==> config.mk <==
export PLATFORM = sky130hd
export DESIGN_NAME = frame_parser_flat
export DESIGN_NICKNAME = d
export VERILOG_FILES = /design/src/rtl/frame_if.sv /design/src/rtl/frame_parser.sv /design/src/flat_wrapper.sv
export SDC_FILE = /design/constraint.sdc
export NUM_CORES = 1
export LEC_CHECK = 0
export CAP_MARGIN = 5
export CORE_AREA = 8 8 192 267
export DETAILED_ROUTE_END_ITERATION = 8
export DIE_AREA = 0 0 200 275
export PLACE_DENSITY = 0.44
export SLEW_MARGIN = 10
export SYNTH_ARGS = -nofsm -noshare
export SYNTH_HDL_FRONTEND = slang
export SYNTH_SLANG_ARGS = --single-unit
==> constraint.sdc <==
create_clock -name clk_in -period 3.85 [get_ports clk_in]
set_input_delay 0.5775 -clock clk_in [delete_from_list [all_inputs] [get_ports clk_in]]
set_output_delay 0.5775 -clock clk_in [all_outputs]
set_load 0.005 [all_outputs]
==> src/rtl/frame_if.sv <==
// Word stream in, frame/outcome results out between the deframer and its neighbours.
// The slave side is the parser; the master side feeds words and observes results.
interface frame_if;
    logic [15:0]  data_in;
    logic         fifo_full;
    logic         frame_wr;
    logic [7:0]   frame_ch;
    logic [3:0]   frame_len;
    logic [127:0] frame_data;
    logic         crc_valid;
    logic         crc_err;
    logic         frame_drop;

    modport master (
        output data_in, fifo_full,
        input  frame_wr, frame_ch, frame_len, frame_data, crc_valid, crc_err, frame_drop
    );

    modport slave (
        input  data_in, fifo_full,
        output frame_wr, frame_ch, frame_len, frame_data, crc_valid, crc_err, frame_drop
    );
endinterface

==> src/rtl/frame_parser.sv <==
// Receive deframer: finds the E0E0 E0E0 header, captures channel and payload, checks
// CRC-16/CCITT ahead of the 0E0E 0E0E trailer and issues one registered outcome pulse.
//
//   state   | meaning
//   HUNT    | looking for first header word
//   HEAD1   | one header word seen, expecting the second
//   CHAN    | next word is the one-hot channel
//   PAYLOAD | shifting words through the 3-deep delay line until trailer/oversize
module frame_parser (
    input  logic   clk_in,
    input  logic   rst_n,
    frame_if.slave fif
);
    typedef enum logic [1:0] {HUNT, HEAD1, CHAN, PAYLOAD} state_t;

    localparam logic [15:0] HDR_WORD = 16'hE0E0;
    localparam logic [15:0] TRL_WORD = 16'h0E0E;

    state_t         state_q, state_d;
    logic [15:0]    d1_q, d1_d, d2_q, d2_d, d3_q, d3_d;
    logic [3:0]     cnt_q, cnt_d;
    logic [3:0]     ncom_q, ncom_d;
    logic [15:0]    crc_q, crc_d;
    logic [111:0]   data_q, data_d;
    logic [7:0]     ch_cap_q, ch_cap_d;
    logic [7:0]     ch_out_q, ch_out_d;
    logic [3:0]     len_out_q, len_out_d;
    logic [127:0]   dat_out_q, dat_out_d;
    logic           wr_q, wr_d, valid_q, valid_d, err_q, err_d, drop_q, drop_d;

    logic [3:0]     words_seen;
    logic [15:0]    crc_next;
    logic [127:0]   data_next;
    logic           is_hdr, is_trailer, chan_ok;

    function automatic logic [15:0] crc_step(input logic [15:0] crc, input logic [15:0] word);
        logic [15:0] c;
        c = crc;
        for (int i = 15; i >= 0; i--) begin
            if (c[15] ^ word[i]) c = {c[14:0], 1'b0} ^ 16'h1021;
            else                 c = {c[14:0], 1'b0};
        end
        return c;
    endfunction

    // d3 is the word committed this cycle; both trailer and normal commits use it
    assign words_seen = cnt_q + 4'd1;
    assign crc_next   = crc_step(crc_q, d3_q);
    assign data_next  = {data_q, d3_q};
    assign is_hdr     = (fif.data_in == HDR_WORD);
    assign is_trailer = (fif.data_in == TRL_WORD) && (d1_q == TRL_WORD) && (words_seen >= 4'd4);
    assign chan_ok    = (fif.data_in[15:8] == 8'h00) && (fif.data_in[7:0] != 8'h00) &&
                        ((fif.data_in[7:0] & (fif.data_in[7:0] - 8'd1)) == 8'h00);

    always_comb begin
        state_d   = state_q;
        d1_d      = d1_q;
        d2_d      = d2_q;
        d3_d      = d3_q;
        cnt_d     = cnt_q;
        ncom_d    = ncom_q;
        crc_d     = crc_q;
        data_d    = data_q;
        ch_cap_d  = ch_cap_q;
        ch_out_d  = ch_out_q;
        len_out_d = len_out_q;
        dat_out_d = dat_out_q;
        wr_d      = 1'b0;
        valid_d   = 1'b0;
        err_d     = 1'b0;
        drop_d    = 1'b0;
        case (state_q)
            HUNT: begin
                if (is_hdr) state_d = HEAD1;
            end
            HEAD1: begin
                state_d = is_hdr ? CHAN : HUNT;
            end
            CHAN: begin
                if (chan_ok) begin
                    ch_cap_d = fif.data_in[7:0];
                    d1_d     = '0;
                    d2_d     = '0;
                    d3_d     = '0;
                    cnt_d    = '0;
                    ncom_d   = '0;
                    crc_d    = '0;
                    data_d   = '0;
                    state_d  = PAYLOAD;
                end else begin
                    drop_d  = 1'b1;
                    state_d = is_hdr ? HEAD1 : HUNT;
                end
            end
            PAYLOAD: begin
                cnt_d = words_seen;
                d1_d  = fif.data_in;
                d2_d  = d1_q;
                d3_d  = d2_q;
                if (is_trailer) begin
                    state_d = HUNT;
                    // a trailer landing on the 9th commit is still oversize
                    if (ncom_q == 4'd8 || fif.fifo_full) begin
                        drop_d = 1'b1;
                    end else if (d2_q == crc_next) begin
                        wr_d      = 1'b1;
                        valid_d   = 1'b1;
                        ch_out_d  = ch_cap_q;
                        len_out_d = ncom_q + 4'd1;
                        dat_out_d = data_next;
                    end else begin
                        err_d = 1'b1;
                    end
                end else if (cnt_q >= 4'd3) begin
                    if (ncom_q == 4'd8) begin
                        drop_d  = 1'b1;
                        state_d = HUNT;
                    end else begin
                        crc_d  = crc_next;
                        data_d = data_next[111:0];
                        ncom_d = ncom_q + 4'd1;
                    end
                end
            end
            default: state_d = HUNT;
        endcase
    end

    always_ff @(posedge clk_in or negedge rst_n) begin
        if (!rst_n) begin
            state_q   <= HUNT;
            d1_q      <= '0;
            d2_q      <= '0;
            d3_q      <= '0;
            cnt_q     <= '0;
            ncom_q    <= '0;
            crc_q     <= '0;
            data_q    <= '0;
            ch_cap_q  <= '0;
            ch_out_q  <= '0;
            len_out_q <= '0;
            dat_out_q <= '0;
            wr_q      <= 1'b0;
            valid_q   <= 1'b0;
            err_q     <= 1'b0;
            drop_q    <= 1'b0;
        end else begin
            state_q   <= state_d;
            d1_q      <= d1_d;
            d2_q      <= d2_d;
            d3_q      <= d3_d;
            cnt_q     <= cnt_d;
            ncom_q    <= ncom_d;
            crc_q     <= crc_d;
            data_q    <= data_d;
            ch_cap_q  <= ch_cap_d;
            ch_out_q  <= ch_out_d;
            len_out_q <= len_out_d;
            dat_out_q <= dat_out_d;
            wr_q      <= wr_d;
            valid_q   <= valid_d;
            err_q     <= err_d;
            drop_q    <= drop_d;
        end
    end

    assign fif.frame_wr   = wr_q;
    assign fif.frame_ch   = ch_out_q;
    assign fif.frame_len  = len_out_q;
    assign fif.frame_data = dat_out_q;
    assign fif.crc_valid  = valid_q;
    assign fif.crc_err    = err_q;
    assign fif.frame_drop = drop_q;
endmodule

==> src/flat_wrapper.sv <==
// flat-port wrapper written by rule: the top's interface ports become plain ports
module frame_parser_flat 
  (clk_in, rst_n, fif_data_in, fif_fifo_full, fif_frame_wr, fif_frame_ch, fif_frame_len, fif_frame_data, fif_crc_valid, fif_crc_err, fif_frame_drop);
  frame_if fif_i ();
  input  logic clk_in;
  input  logic rst_n;
  input wire logic [$bits(fif_i.data_in)-1:0] fif_data_in;
  input wire logic [$bits(fif_i.fifo_full)-1:0] fif_fifo_full;
  output wire logic [$bits(fif_i.frame_wr)-1:0] fif_frame_wr;
  output wire logic [$bits(fif_i.frame_ch)-1:0] fif_frame_ch;
  output wire logic [$bits(fif_i.frame_len)-1:0] fif_frame_len;
  output wire logic [$bits(fif_i.frame_data)-1:0] fif_frame_data;
  output wire logic [$bits(fif_i.crc_valid)-1:0] fif_crc_valid;
  output wire logic [$bits(fif_i.crc_err)-1:0] fif_crc_err;
  output wire logic [$bits(fif_i.frame_drop)-1:0] fif_frame_drop;
  assign fif_i.data_in = fif_data_in;
  assign fif_i.fifo_full = fif_fifo_full;
  assign fif_frame_wr = fif_i.frame_wr;
  assign fif_frame_ch = fif_i.frame_ch;
  assign fif_frame_len = fif_i.frame_len;
  assign fif_frame_data = fif_i.frame_data;
  assign fif_crc_valid = fif_i.crc_valid;
  assign fif_crc_err = fif_i.crc_err;
  assign fif_frame_drop = fif_i.frame_drop;
  frame_parser u_core (.clk_in(clk_in), .rst_n(rst_n), .fif(fif_i));
endmodule
==> impl_metrics.toml <==
[cells_and_area]
finalInstanceArea_um2 = 17900
nFillCells = 4509
layout-drive-gt1-share = 0.239
diodes = 0
seqCellArea_um2 = 8430
multiInputGateArea_um2 = 5260
final_cells = 1769
areaGrowthSynthToFinish_pct = 27.5
fin_nets = 1137

[setup_path]
startpoint_type = "register"
slowest_stage = "dfrtp_1"
crit_type = "reg -> reg"
cp_cell_sequence = "xor2_1 > xnor2_1 > xnor3_1 > or4_1 > a21boi_1 > nand4bb_4 > buf_12 > mux2_4"
critPathCaptureType = "register"
cpPeakStageDelay_ns = 0.50
crit_required_ns = 4.26
crit_family = "XOR/XNOR gates"
arrival_ns = 3.79
critical_path_buf_inv_count = 1
critPathMaxFanout = 55

[placed_design]
dp.cells = 1705
gp_congestion = 0.756
place_hpwl_mm = 25.3
post-place-ws_ns = 0.246
numPortBuffers = 162
placed_area_um2 = 16700

[cts]
tritoncts = "built"
clk_pin_slew_ns = 0.06
clk_latency_ns = 0.54
cts_resized = 0
hold_buffers = 0
htreeDepth = 2
postCtsSetupRepairBufs = 0
clock_path_buffers = 3
cts_sinks = 337
numCtsBuffers = 38
cts_root_buffer = "clkbuf_16"

[floorplanning]
fp.dieW_um = 200
ios = 163
dieArea_um2 = 55000
initial_core_util = 0.296
core_um2 = 47400
rows = 95
die_h_um = 275

[timing]
relSlewSlack = 0.520
finalSetupTns_ns = 0
finalClockSkew_ns = 0.0201
setup_viol = 0
finalCritPeriodShare = 0.877
worst_pin_slew_ns = 0.720
period_minus_slack_ns = 3.38
fin_ws_ns = 0.473
max_freq_mhz = 296
slew_viol_final = 0
rsz0062_at_grt = "no"
hold_violations = 0

[synth]
synth_common_cells = "dfrtp_1, a22o_1, mux2_4"
synth_most_common_cell = "dfrtp_1"
synthFlopType = "dfrtp_1"
syn_inst = 927
async_flop_share = 1.00
syn-mean-instance-area_um2 = 15.1
synth_top_area_cell = "dfrtp_1"
ys_seq_elements = 337
synth_area_um2 = 14000
synth_area_leaders = "dfrtp_1, mux2_4, a22o_1, mux2_2, xnor2_1"
synthDistinctLibCells = 53
synth_warnings = 0
syn_nets = 949
synth_top_area_share = 0.601
seq_area_frac_synth = 0.601
synth_edf_count = 0

[power]
power_density_nw_per_um2 = 578
ir_worst_vdd_mv = 0.346
finalPower_w = 0.0103
power_leakage_nw = 8.54

[drt]
routed_wirelength_mm = 37.0
wire_per_inst_um = 20.9
drc_errors = 0
drt_pass1_iterations = 4
vias = 8319
routed_via_density = 4.70
final_antenna_net_count = 0
drt_iter0_markers = 360

[run]
drv.max_cap_violation_count = 0

[grt]
antenna_found_initial = 0
grt_pass1_wl_mm = 57.1
grt_pass1_vias = 8865
grt_max_degree = 121
overflow = 0
grtUsageTotal = 0.135

[outcome]
outcome = "completed"

[min_path]
hold_class = "in -> async"
-- where the power goes --
part           internal (W)  total, W  switching (W)
clock               0.00202   0.00347        0.00144
combinational       0.00161   0.00300        0.00139
sequential          0.00370   0.00387       0.000177
-- cell type report --
class / instances / share of cell area
Clock buffer: 54 / 0.0605
Multi-Input combinational cell: 521 / 0.294
Clock inverter: 10 / 0.00546
Sequential cell: 337 / 0.471
Tap cell: 630 / 0.0441
Timing Repair Buffer: 213 / 0.124
Inverter: 4 / 0.000839
-- routing by layer --
layer,part of all wire,global-route usage,up-vias
met2,0.52,0.236,156
met1,0.42,0.170,4304
met4,0.022,0.0392,0
met5,0,0,-
li1,-,-,3808
met3,0.036,0.0207,51
-- path summary, 6_finish.rpt --
check / from / to / slack (ns) / cells after the start
max: u_core.d3_q[15] / u_core.fif.frame_data[90] / 0.47 / 8
min in group clk_in: u_core.ch_cap_q[7] / u_core.fif.frame_ch[7] / 0.50 / 1
max reg2reg: u_core.d3_q[15] / u_core.fif.frame_data[90] / 0.47 / 8
min reg2reg: u_core.ch_cap_q[7] / u_core.fif.frame_ch[7] / 0.50 / 1
max in group asynchronous: rst_n / u_core.data_q[26] / 2.92 / 2
min: rst_n / u_core.fif.frame_data[107] / 0.07 / 1
-- logic make-up after synthesis --
family / count (synthesis) / synth area share
and+or+nand+nor: 87 / 0.0345
adders and majority gates: 3 / 0.00268
muxes: 153 / 0.149
xor gates and xnor gates: 73 / 0.0678
DFF: 337 / 0.601
buffers and inverters: 69 / 0.0258
AOI/OAI and AO/OA: 205 / 0.119
-- flip-flops by register name (all words and copies together) (netlist names), 2 cells and up --
register and cells:
u_core.state_q 2, u_core.fif.frame_ch 8, u_core.d2_q 16, u_core.fif.frame_len 4
u_core.ch_cap_q 8, u_core.ncom_q 4, u_core.crc_q 16, u_core.d1_q 16
u_core.fif.frame_data 128, u_core.data_q 112, u_core.d3_q 16, u_core.cnt_q 4
-- metrics by stage --
stage / hold slack (ns) / utilization
final: 0.0728 / 0.377
after global routing: 0.105 / 0.377
after CTS: 0.0775 / 0.377
after detailed placement: 0.487 / 0.352
after global placement: 0.478 / 0.352
after floorplan: 0.282 / -
-- cells in the final DEF, fill, tap and decap left out, drive strengths merged, types with 2 or more instances in the layout --
cell / count
o21ai: 23
mux2i: 5
mux2: 148
clkinv: 9
inv: 4
clkdlybuf4s50: 161
and2: 4
nor2: 10
a31oi: 4
xnor3: 13
nor4: 5
or4b: 2
or3: 2
buf: 52
xor2: 14
and4b: 2
nand3: 2
ha: 3
xor3: 4
and3: 3
a22o: 164
a21oi: 6
nand4b: 2
nor2b: 3
nand3b: 2
clkbuf: 54
or4: 4
nor3: 6
nand2: 28
xnor2: 42
nor3b: 2
dfrtp: 337
nand4: 4
and3b: 2
-- worst reg2reg max path, delay by kind of cell, from the launching register on --
kind	cells	cell delay [ns]
AO/OA/AOI/OAI	1	0.30
XOR/XNOR	3	1.05
buffers and inverters	1	0.30
flip-flops	1	0.50
multiplexers	1	0.38
AND/OR/NAND/NOR	2	0.73
(Power assumes the default switching activity.)
